**src/rtl/fb_ctrl_pipe.sv**
```systemverilog
// fb_ctrl_pipe
// Carries the fb_cu control bundle and register indices from ID through the
// ID/EX, EX/MEM and MEM/WB pipeline registers. It also detects load-use
// hazards, squashes younger work on a taken branch, and produces the ALU
// operand forwarding selects for EX.
//
// Ports
//   clk_i, rst_n_i        clock and synchronous active-low reset
//   id_*_i                ID-stage instruction: valid, rs1/rs2/rd and fb_cu controls
//   flush_i               taken branch resolved in MEM; kills the ID and EX instructions
//   stall_o               hold PC and IF/ID (combinational)
//   ex_*_o                ID/EX register fields
//   mem_*_o               EX/MEM register fields
//   wb_*_o                MEM/WB register fields
//   fwd_a_o, fwd_b_o      operand selects: 00 regfile, 10 EX/MEM, 01 MEM/WB
module fb_ctrl_pipe #(
  parameter int REG_AW   = 5,
  parameter int ALU_OP_W = 2
) (
  input  logic                clk_i,
  input  logic                rst_n_i,
  input  logic                id_valid_i,
  input  logic [REG_AW-1:0]   id_rs1_i,
  input  logic [REG_AW-1:0]   id_rs2_i,
  input  logic [REG_AW-1:0]   id_rd_i,
  input  logic [ALU_OP_W-1:0] id_alu_op_i,
  input  logic                id_alu_src_i,
  input  logic                id_alu_res_src_i,
  input  logic                id_mem_read_i,
  input  logic                id_mem_write_i,
  input  logic                id_branch_i,
  input  logic                id_mem_to_reg_i,
  input  logic                id_reg_write_i,
  input  logic                flush_i,
  output logic                stall_o,
  output logic                ex_valid_o,
  output logic [ALU_OP_W-1:0] ex_alu_op_o,
  output logic                ex_alu_src_o,
  output logic                ex_alu_res_src_o,
  output logic [REG_AW-1:0]   ex_rs1_o,
  output logic [REG_AW-1:0]   ex_rs2_o,
  output logic [REG_AW-1:0]   ex_rd_o,
  output logic                mem_valid_o,
  output logic                mem_mem_read_o,
  output logic                mem_mem_write_o,
  output logic                mem_branch_o,
  output logic [REG_AW-1:0]   mem_rd_o,
  output logic                mem_reg_write_o,
  output logic                wb_valid_o,
  output logic                wb_mem_to_reg_o,
  output logic                wb_reg_write_o,
  output logic [REG_AW-1:0]   wb_rd_o,
  output logic [1:0]          fwd_a_o,
  output logic [1:0]          fwd_b_o
);

  typedef struct packed {
    logic                valid;
    logic [ALU_OP_W-1:0] alu_op;
    logic                alu_src;
    logic                alu_res_src;
    logic                mem_read;
    logic                mem_write;
    logic                branch;
    logic                mem_to_reg;
    logic                reg_write;
    logic [REG_AW-1:0]   rs1;
    logic [REG_AW-1:0]   rs2;
    logic [REG_AW-1:0]   rd;
  } ex_t;

  typedef struct packed {
    logic              valid;
    logic              mem_read;
    logic              mem_write;
    logic              branch;
    logic              mem_to_reg;
    logic              reg_write;
    logic [REG_AW-1:0] rd;
  } mem_t;

  typedef struct packed {
    logic              valid;
    logic              mem_to_reg;
    logic              reg_write;
    logic [REG_AW-1:0] rd;
  } wb_t;

  ex_t  ex_q,  ex_d;
  mem_t mem_q, mem_d;
  wb_t  wb_q,  wb_d;
  logic hazard;

  // EX/MEM wins over MEM/WB because it holds the younger result; x0 is never forwarded.
  function automatic logic [1:0] fwd_sel(input mem_t m, input wb_t w, input logic [REG_AW-1:0] rs);
    if (m.valid && m.reg_write && (m.rd != '0) && (m.rd == rs))
      fwd_sel = 2'b10;
    else if (w.valid && w.reg_write && (w.rd != '0) && (w.rd == rs))
      fwd_sel = 2'b01;
    else
      fwd_sel = 2'b00;
  endfunction

  // Next-state for all three stage registers. A flush outranks a load-use stall,
  // and both turn ID/EX into an all-zero bubble. Side-effect bits of an invalid
  // ID instruction are dropped so that an invalid stage can never write anything.
  always_comb begin
    hazard = ex_q.valid && ex_q.mem_read && (ex_q.rd != '0) && id_valid_i &&
             ((ex_q.rd == id_rs1_i) || (ex_q.rd == id_rs2_i));
    stall_o = hazard && !flush_i;

    ex_d = '0;
    if (!(flush_i || stall_o)) begin
      ex_d.valid       = id_valid_i;
      ex_d.alu_op      = id_alu_op_i;
      ex_d.alu_src     = id_alu_src_i;
      ex_d.alu_res_src = id_alu_res_src_i;
      ex_d.mem_read    = id_mem_read_i  && id_valid_i;
      ex_d.mem_write   = id_mem_write_i && id_valid_i;
      ex_d.branch      = id_branch_i    && id_valid_i;
      ex_d.mem_to_reg  = id_mem_to_reg_i;
      ex_d.reg_write   = id_reg_write_i && id_valid_i;
      ex_d.rs1         = id_rs1_i;
      ex_d.rs2         = id_rs2_i;
      ex_d.rd          = id_rd_i;
    end

    mem_d = '0;
    if (!flush_i) begin
      mem_d.valid      = ex_q.valid;
      mem_d.mem_read   = ex_q.mem_read;
      mem_d.mem_write  = ex_q.mem_write;
      mem_d.branch     = ex_q.branch;
      mem_d.mem_to_reg = ex_q.mem_to_reg;
      mem_d.reg_write  = ex_q.reg_write;
      mem_d.rd         = ex_q.rd;
    end

    wb_d.valid      = mem_q.valid;
    wb_d.mem_to_reg = mem_q.mem_to_reg;
    wb_d.reg_write  = mem_q.reg_write;
    wb_d.rd         = mem_q.rd;
  end

  // Stage registers; reset invalidates every stage on the same edge.
  always_ff @(posedge clk_i) begin
    if (!rst_n_i) begin
      ex_q  <= '0;
      mem_q <= '0;
      wb_q  <= '0;
    end else begin
      ex_q  <= ex_d;
      mem_q <= mem_d;
      wb_q  <= wb_d;
    end
  end

  assign fwd_a_o = fwd_sel(mem_q, wb_q, ex_q.rs1);
  assign fwd_b_o = fwd_sel(mem_q, wb_q, ex_q.rs2);

  assign ex_valid_o       = ex_q.valid;
  assign ex_alu_op_o      = ex_q.alu_op;
  assign ex_alu_src_o     = ex_q.alu_src;
  assign ex_alu_res_src_o = ex_q.alu_res_src;
  assign ex_rs1_o         = ex_q.rs1;
  assign ex_rs2_o         = ex_q.rs2;
  assign ex_rd_o          = ex_q.rd;

  assign mem_valid_o      = mem_q.valid;
  assign mem_mem_read_o   = mem_q.mem_read;
  assign mem_mem_write_o  = mem_q.mem_write;
  assign mem_branch_o     = mem_q.branch;
  assign mem_rd_o         = mem_q.rd;
  assign mem_reg_write_o  = mem_q.reg_write;

  assign wb_valid_o       = wb_q.valid;
  assign wb_mem_to_reg_o  = wb_q.mem_to_reg;
  assign wb_reg_write_o   = wb_q.reg_write;
  assign wb_rd_o          = wb_q.rd;

endmodule

```
**config.mk**
```make
export PLATFORM = sky130hd
export DESIGN_NAME = fb_ctrl_pipe
export DESIGN_NICKNAME = d
export VERILOG_FILES = /design/src/rtl/fb_ctrl_pipe.sv
export SDC_FILE = /design/constraint.sdc
export NUM_CORES = 1
export LEC_CHECK = 0
export ABC_AREA = 1
export CORE_ASPECT_RATIO = 1.4
export CORE_MARGIN = 4
export CORE_UTILIZATION = 40
export CTS_BUF_LIST = sky130_fd_sc_hd__clkbuf_16
export DETAILED_ROUTE_END_ITERATION = 10
export PLACE_DENSITY = 0.71
export SLEW_MARGIN = 40
export SYNTH_ARGS = -nofsm -noshare
export SYNTH_HDL_FRONTEND = slang
export SYNTH_SLANG_ARGS = --single-unit
```
**constraint.sdc**
```tcl
create_clock -name clk_i -period 2.92 [get_ports clk_i]
set_input_delay 0.584 -clock clk_i [delete_from_list [all_inputs] [get_ports clk_i]]
set_output_delay 0.584 -clock clk_i [all_outputs]
set_load 0.03 [all_outputs]
```
# ---- Word-level counts from Yosys, hierarchy flattened
# Index checks and enable logic that the tools add are counted.
dict set report totals {
  input_bits 28
  out_inout_bits 43
  elab_cells 59
  register_bits 44
}
dict set report classes {
  eq_ne 6
  reduce_logical 25
  n_mux 4
  bitwise 1
}
# op n
set ops {}
lappend ops {{$eq 5x5->1} 6}
lappend ops {{$logic_and 1x1->1} 17}
lappend ops {{$reduce_bool 5->1} 3}
lappend ops {{$mux 2} 2}
lappend ops {{$reduce_or 2->1} 2}
lappend ops {{$logic_or 1x1->1} 2}
lappend ops {{$mux 1} 2}
lappend ops {{$logic_not 1->1} 1}
lappend ops {{$not 1->1} 1}

# ---- Longest topological paths before layout
# Gate-level depths: netlist (run 1).
dict set report logic_depth {
  ltp_word 7
  depth_mapped 10
  ltp_nobuf 9
}

# ---- Least setup slack after synthesis (run 1)
# No wires, ideal clock.
dict set report synth_path {
  path_type {reg-to-output}
  startpoint {register mem_q (netlist bit mem_reg_write_o)}
  endpoint {output port fwd_a_o[0]}
  stages_incl_launch_ff 4
  slack_ns 0.581
  t_arrival_ns 1.755
  path_cell_list {dfxtp_1 -> nand3_1 -> nor3_1 -> nor2_1}
}
dict set report synth_between {
  elab_chain_cells 4
}
# element line_no
set synth_lines {}
lappend synth_lines {{from (decl)} 90} ;# mem_t mem_q, mem_d;
lappend synth_lines {{from (signal assigned)} 153} ;# mem_q <= mem_d;
lappend synth_lines {{$logic_and 1x1->1 (3 in a row)} 96} ;# if (m.valid && m.reg_write && (m.rd != '0) && (m.rd == rs))
lappend synth_lines {{$mux 2} 96}
lappend synth_lines {{to (decl)} 53} ;# output logic [1:0] fwd_a_o,
# Every way passes these cells.

# ---- Worst setup path after layout (run 1)
dict set report layout_path {
  startpoint {register mem_q (netlist bit mem_rd_o[0])}
  endpoint {output port fwd_b_o[1]}
}
dict set report layout_between {
  elab_chain_cells 4
  elab_cells_between_ends 5
  classes_between {1 x eq/ne; 1 x mux; 3 x reduce/logical}
}
# element line_no
set layout_lines {}
lappend layout_lines {{$reduce_bool 5->1} 96}
lappend layout_lines {{$logic_and 1x1->1} 96}
lappend layout_lines {{$logic_and 1x1->1 (*)} 96}
lappend layout_lines {{$mux 2 (*)} 96}
lappend layout_lines {{to (decl)} 54} ;# output logic [1:0] fwd_b_o
# Every way passes the cells marked *; elsewhere a longest branch is shown, timed or not.

==> flow_summary.toml, run 1 <==
[sta]
final-setup-viol-count = 0
post-route-min-period_ns = 2.56
max-slew-margin-rel_pct = 77.2
holdWs_ns = 0.404
fmax_ghz = 0.391
drv_slew = 0
tns_ns = 0
rsz0062_at_grt = "false"
finalHoldViolations = 0
tightest_slew_ns = 0.340
fin_crit_sh_pct = 87.5
fin_skew_ns = 0.00414

[worst_setup_path]
arrival_ns = 1.97
required_ns = 2.34
reg2reg_slack_ns = 1.52
crit_slowest_cell = "clkdlybuf4s50_1"
crit_path_end_kind = "output pin"
cp_num_buf_inv = 1
cp_top_family = "buffers and inverters"
crit_fanout = 5
max_stage_delay_ns = 0.73
worstSetupStartpointType = "register"
cp_cell_sequence = "xnor2_1 -> nand4_1 -> nor3_1 -> clkdlybuf4s50_1"
crit_type = "reg -> out"

[global_routing]
grt_pass1_wl_um = 6270
top_usage_layer = "met2"
use_met1_pct = 14.0
antenna_found_initial = 0
grt_pass1_vias = 1419
grt_max_degree = 26
grtUsageMet2_pct = 27.1
use_met3_pct = 2.52
grt-ovfl-total = 0
grt_usage_pct = 14.0

[min_path]
hold_path.class = "reg -> reg"

[power_and_ir_drop]
seq_power_share_pct = 44.5
switching_share_pct = 22.3
irDropWorstVdd_mv = 0.362
leakagePower_nw = 1.23
power.switching_mw = 0.316
clockPowerShare_pct = 44.1
p_int_mw = 1.10
p_comb_share_pct = 11.3
powerDensity_nw_per_um2 = 539

[routing]
routed_wl_um = 3860
dr.pass1.iters = 4
wire_per_inst_um = 10.8
drt_iter0_drc = 42
vias_per_cell = 4.17
drc_errors = 0
ant_nets = 0
vias = 1489

[yosys]
ys_ff_latch = 44
avgSynthCellArea_um2 = 7.74
yosys_warnings = 0
seq_area_frac_synth_pct = 46.8
syn-cell-area_um2 = 1880
synth_fp_nets = 271
synth_cell_types = 16
synthCells = 243

[clock_network]
ctsRootBufferMaster = "clkbuf_16"
clk_pin_slew_worst_paths_ns = 0.06
cts-resized-gates = 0
cts_setup_buffers = 0
cts_tree = "yes"
cts_buffers = 5
cts.path.max_buffers = 2
clock_sinks = 44
hold_buffers = 0
clock_latency_ns = 0.28
htree_num_levels = 2

[final_layout]
instances_no_fill = 357
areaGrowthSynthToFinish_pct = 39.9
finish.instance_area_um2 = 2630
antenna_cells = 0
nNetsFinal = 322
fill_cells = 426
drive_gt1_share_pct = 5.42

[die]
initial_core_util_pct = 41.5
core.rowCount = 29
io_pins = 71
die_w_um = 66.0
die_h_um = 89.1
dieArea_um2 = 5880
core_area_um2 = 4540

[run_status]
status = "finished, final reports clean"

[placed_design]
dp_hpwl_um = 3100
io_buffers = 70
gp_congestion = 0.784
postPlaceCellArea_um2 = 2460
placed_cells = 349

[run]
maxCapViolCount = 0
-- layout by cell type (no fill, tap or decap) --
cell type,Yosys,final
xor2_1,7,7
clkbuf_16,0,5
inv_2,2,2
nand2_4,1,1
nor2_2,3,3
nand3_1,4,4
inv_1,43,43
dfxtp_1,44,44
nand2_2,1,1
nor2_1,49,49
buf_4,22,1
clkinvlp_4,0,1
nor3_1,4,4
xnor2_1,15,15
nand2_1,38,38
bufinv_16,0,1
nand4_1,6,6
clkdlybuf4s50_1,0,69
inv_6,0,1
-- registers in the layout (all words and copies together) (netlist names), 2 cells and up --
| register | cells |
|---|---|
| ex_q | 5 |
| ex_rs2_o | 5 |
| ex_rs1_o | 5 |
| ex_alu_op_o | 2 |
| wb_rd_o | 5 |
| ex_rd_o | 5 |
| mem_rd_o | 5 |
-- kinds of logic (layout without fill, tap and decap cells) --
| kind of cell | Yosys count | count (layout) | share of synthesized area [%] |
|---|---|---|---|
| buffers and inverters | 71 | 123 | 19.5 |
| and+or+nand+nor | 106 | 106 | 23.4 |
| xor gates and xnor gates | 22 | 22 | 10.2 |
| DFF | 44 | 44 | 46.8 |
-- power groups by stage --
stage                     clock, mW  combinational [mW]  sequential, mW
final                         0.626               0.160           0.632
after detailed placement          0               0.162           0.645
after global placement            0               0.160           0.645
after CTS                     0.644               0.162           0.632
after global routing          0.668               0.174           0.634
after floorplan                   0              0.0944           0.649
-- per-layer routing --
layer	routed length (um)	vias up
met5	0	-
met2	2130	40
met4	93	0
li1	-	787
met3	210	7
met1	1430	655
-- final cells by class --
| class | count | area, um2 | share of cell area, % |
|---|---|---|---|
| Clock inverter | 3 | 46.3 | 1.76 |
| Timing Repair Buffer | 70 | 698 | 26.5 |
| Inverter | 45 | 169 | 6.42 |
| Multi-Input combinational cell | 128 | 633 | 24.1 |
| Sequential cell | 44 | 881 | 33.5 |
| Tap cell | 62 | 77.6 | 2.95 |
| Clock buffer | 5 | 125 | 4.76 |
-- worst paths after layout --
path,startpoint,end,depth (start not counted)
max,mem_rd_o[0],fwd_b_o[1],4
min,ex_q[15],mem_reg_write_o,2
max reg2reg,ex_rd_o[2],ex_rs2_o[1],9
min reg2reg,ex_q[15],mem_reg_write_o,2
-- synth_stat cells, drive strengths merged --
master / count / share of area [%]
nor2: 52 / 11
nand3: 4 / 1.1
buf: 26 / 11
xor2: 7 / 3.3
nand2: 40 / 8.5
dfxtp: 44 / 47
nand4: 6 / 2.0
xnor2: 15 / 7.0
nor3: 4 / 1.1
inv: 45 / 9.0
-- through the flow --
step | setup WS, ns | util [%] | power (mW)
final | 0.365 | 58.0 | 1.42
after global routing | 0.201 | 58.0 | 1.48
after CTS | 0.362 | 58.0 | 1.44
after detailed placement | 0.460 | 54.2 | 0.807
after global placement | 0.458 | 54.2 | 0.805
after floorplan | 0.581 | - | 0.743
-- worst min-delay path, stage by stage (launching register included) --
cell and delay, ns:
dfxtp_1 0.29, inv_1 0.04, nor2_1 0.03
(Power assumes the default switching activity.)
==> inputs of run 2 (changes only) <==
Settings changed: PLACE_DENSITY 0.71 to 0.83.
==> flow_summary.toml, run 2 (same netlist as run 1, synthesis figures left out) <==
[sta]
finalHoldViolations = 0
tns_ns = 0
fin_skew_ns = 0.00202
post-route-min-period_ns = 2.55
drv_slew = 0
tightest_slew_ns = 0.344
fmax_ghz = 0.392
setup_slack_ns = 0.371
fin_crit_sh_pct = 87.3
rsz0062_at_grt = "false"
max-slew-margin-rel_pct = 77.1
final-setup-viol-count = 0

[global_routing]
grt_usage_pct = 14.9
grt_pass1_wl_um = 6580
grtUsageMet2_pct = 28.0
use_met1_pct = 14.3
grt_pass1_vias = 1521
grt_max_degree = 26
use_met3_pct = 4.78
top_usage_layer = "met2"
antenna_found_initial = 0
grt-ovfl-total = 0

[clock_network]
ctsRootBufferMaster = "clkbuf_16"
clock_sinks = 44
cts-resized-gates = 0
cts_tree = "yes"
clk_pin_slew_worst_paths_ns = 0.06
clock_latency_ns = 0.28
cts.path.max_buffers = 2
cts_buffers = 5
htree_num_levels = 2
cts_setup_buffers = 0
hold_buffers = 0

[final_layout]
finish.instance_area_um2 = 2600
final_common_cell = "clkdlybuf4s50_1"
areaGrowthSynthToFinish_pct = 38.2
fin_util_pct = 57.3
antenna_cells = 0
fill_cells = 407
drive_gt1_share_pct = 4.75
instances_no_fill = 357
nNetsFinal = 322
multi_input_area_um2 = 633
final_cell_mix = "69 x clkdlybuf4s50_1, 49 x nor2_1, 44 x inv_1, 44 x dfxtp_1, 38 x nand2_1"
ff_latch_area_um2 = 881

[power_and_ir_drop]
irDropWorstVdd_mv = 0.378
powerDensity_nw_per_um2 = 507
leakagePower_nw = 1.22

[die]
die_w_um = 66.0
die_h_um = 89.1
dieArea_um2 = 5880
core_area_um2 = 4540
core.rowCount = 29
io_pins = 71
initial_core_util_pct = 41.5

[run_status]
status = "finished, final reports clean"

[routing]
vias_per_cell = 4.35
dr.pass1.iters = 4
routed_wl_um = 4070
drt_iter0_drc = 60
ant_nets = 0
vias = 1552
drc_errors = 0
wire_per_inst_um = 11.4

[placed_design]
placed_cells = 349
pre_cts_ws_ns = 0.451
postPlaceCellArea_um2 = 2460
dp_hpwl_um = 3250
io_buffers = 70
gp_congestion = 0.748

[run]
maxCapViolCount = 0

[worst_setup_path]
required_ns = 2.34
crit_path_end_kind = "output pin"
arrival_ns = 1.97
worstSetupStartpointType = "register"
crit_type = "reg -> out"
reg2reg_slack_ns = 1.47
crit_fanout = 5

[min_path]
hold_path.class = "reg -> reg"
run 2: changes by cell type in the layout (fill, tap and decap cells not counted), sizes merged:
cell / previous run / this run
bufinv: 1 / 0
clkinv: 0 / 1
run 2: final timing paths:
| check | from | end | cells past startpoint |
|---|---|---|---|
| hold reg to reg | ex_q[15] | mem_reg_write_o | 2 |
| hold / removal | ex_q[15] | mem_reg_write_o | 2 |
| setup / recovery | mem_rd_o[1] | fwd_b_o[1] | 5 |
| setup reg to reg | ex_rd_o[4] | ex_rs2_o[2] | 9 |
run 2: report_power, final:
group	switching (mW)	internal, mW
Clock	0.213	0.310
Sequential	0.0151	0.617
Combinational	0.0814	0.0796
run 2: critical path, cell delays in order, from the launching register on:
cell	delay, ns
dfxtp_1	0.43
nor2_1	0.07
nand2_1	0.07
nand3_1	0.09
nor3_1	0.29
clkdlybuf4s50_1	0.73
run 2: area by class of cell:
type	count	share of cell area (%)
tap	62	2.99
clock buffer	5	4.81
clock inverter	3	0.578
sequential	44	33.9
timing repair buffer	70	26.9
inverter	45	6.50
multi-input combinational	128	24.4
run 2: layer usage:
metal	part of all wire (%)	vias up
li1	-	786
met4	2.6	0
met5	0	-
met3	7.8	12
met1	35	693
met2	54	61
run 2: per-stage QoR:
stage                     total power [mW]  hold WS, ns
final                                 1.32        0.408
after global routing                  1.37        0.426
after CTS                             1.33        0.411
after detailed placement             0.807        0.400
after global placement               0.804        0.395
after floorplan                      0.743        0.390
==> inputs of run 3 (changes only) <==
Settings changed: CORE_MARGIN 4 to unset.
==> flow_summary.toml, run 3 (same netlist as run 1, synthesis figures left out) <==
[sta]
final-setup-viol-count = 0
rsz0062_at_grt = "false"
max-slew-margin-rel_pct = 76.4
drv_slew = 0
finalHoldViolations = 0
post-route-min-period_ns = 2.55
tns_ns = 0
fin_crit_sh_pct = 87.2
tightest_slew_ns = 0.353
fin_skew_ns = 0.00528
fmax_ghz = 0.393

[placed_design]
io_buffers = 70
gp_congestion = 0.826
dp_hpwl_um = 2980

[clock_network]
clock_sinks = 44
clk_pin_slew_worst_paths_ns = 0.06
clock_latency_ns = 0.28
ctsRootBufferMaster = "clkbuf_16"
cts_setup_buffers = 0
hold_buffers = 0
cts-resized-gates = 0
htree_num_levels = 2
cts_tree = "yes"
cts_buffers = 5
cts.path.max_buffers = 2

[worst_setup_path]
rr_startpoint = "ex_rd_o[3]"
worstReg2RegEnd = "ex_alu_res_src_o"
reg2reg_slack_ns = 1.52
crit_type = "reg -> out"
required_ns = 2.34
crit_slowest_cell = "clkdlybuf4s50_1"
crit_start = "mem_rd_o[0]"
max_stage_delay_ns = 0.73
reg2regPathDepth = 9
crit_path_end_kind = "output pin"
arrival_ns = 1.96
crit_fanout = 5
worstSetupStartpointType = "register"
cp_cell_sequence = "nor2_1 -> nand2_1 -> nand3_1 -> nor3_1 -> clkdlybuf4s50_1"

[routing]
drt_iter0_drc = 38
vias_per_cell = 4.16
ant_nets = 0
vias = 1485
dr.pass1.iters = 5
wire_per_inst_um = 10.5
drc_errors = 0
routed_wl_um = 3750

[final_layout]
final_cell_mix = "69 x clkdlybuf4s50_1, 49 x nor2_1, 44 x dfxtp_1"
ff_latch_area_um2 = 881
fin_util_pct = 57.9
final_common_cell = "clkdlybuf4s50_1"
multi_input_area_um2 = 633
drive_gt1_share_pct = 5.08
fill_cells = 414
antenna_cells = 0
nNetsFinal = 322
areaGrowthSynthToFinish_pct = 39.7

[run_status]
status = "finished, final reports clean"

[die]
core.rowCount = 29
dieArea_um2 = 4980
initial_core_util_pct = 41.5
io_pins = 71
die_w_um = 60.0
die_h_um = 83.1
core_area_um2 = 4540

[min_path]
hold-path-endpoint = "mem_q[6]"
min_path_cells = 2
hold_path.class = "reg -> reg"
hold_start = "ex_q[16]"

[run]
maxCapViolCount = 0

[power_and_ir_drop]
power.total_mw = 1.41
irDropWorstVdd_mv = 0.424
leakagePower_nw = 1.23
powerDensity_nw_per_um2 = 537

[global_routing]
grt-ovfl-total = 0
grt_max_degree = 26
grt_usage_pct = 16.5
antenna_found_initial = 0
grt_pass1_vias = 1399
grt_pass1_wl_um = 6030
run 3: changes by cell type in the layout (fill, tap and decap cells not counted), sizes merged:
cell,change
clkinvlp,-1
inv,-1
clkinv,+1
bufinv,+1
run 3: how the worst max path moves through the flow:
stage | to | cells past startpoint | slack (ns)
after CTS | fwd_b_o[1] | 4 | 0.35
final | fwd_a_o[1] | 5 | 0.37
after global placement | stall_o | 10 | 0.48
after global routing | fwd_b_o[1] | 4 | 0.25
after detailed placement | stall_o | 10 | 0.48
after floorplan | fwd_a_o[0] | 3 | 0.58
run 3: final cells by class:
class / instances / share of cell area (%)
Clock inverter: 3 / 1.62
Tap cell: 62 / 2.95
Inverter: 45 / 6.43
Multi-Input combinational cell: 128 / 24.1
Sequential cell: 44 / 33.5
Clock buffer: 5 / 4.76
Timing Repair Buffer: 70 / 26.6
run 3: layer usage:
| metal | share of wire (%) | vias to the layer above | global-route usage (%) |
|---|---|---|---|
| met3 | 5.2 | 5 | 4.67 |
| met2 | 56 | 45 | 30.6 |
| li1 | - | 786 | - |
| met4 | 2.1 | 0 | 7.61 |
| met5 | 0 | - | 0 |
| met1 | 37 | 649 | 15.7 |
run 3: through the flow:
step                instance area, um2  hold WS [ns]  worst slack (ns)  std cells
floorplan                         1880         0.390             0.581        243
global placement                  2460         0.396             0.484        349
finish                            2630         0.409             0.373        357
CTS                               2630         0.413             0.352        357
detailed placement                2460         0.403             0.478        349
global route                      2630         0.418             0.246        357
run 3: report_power, final:
part,switching (mW),internal [mW]
Clock,0.217,0.401
Sequential,0.0152,0.617
Combinational,0.0802,0.0796
run 3: critical path: cells and delay by family, from the launching register on:
| kind | cells | cell delay [ns] |
|---|---|---|
| AND/OR/NAND/NOR | 4 | 0.53 |
| buffers and inverters | 1 | 0.73 |
| flip-flops | 1 | 0.42 |
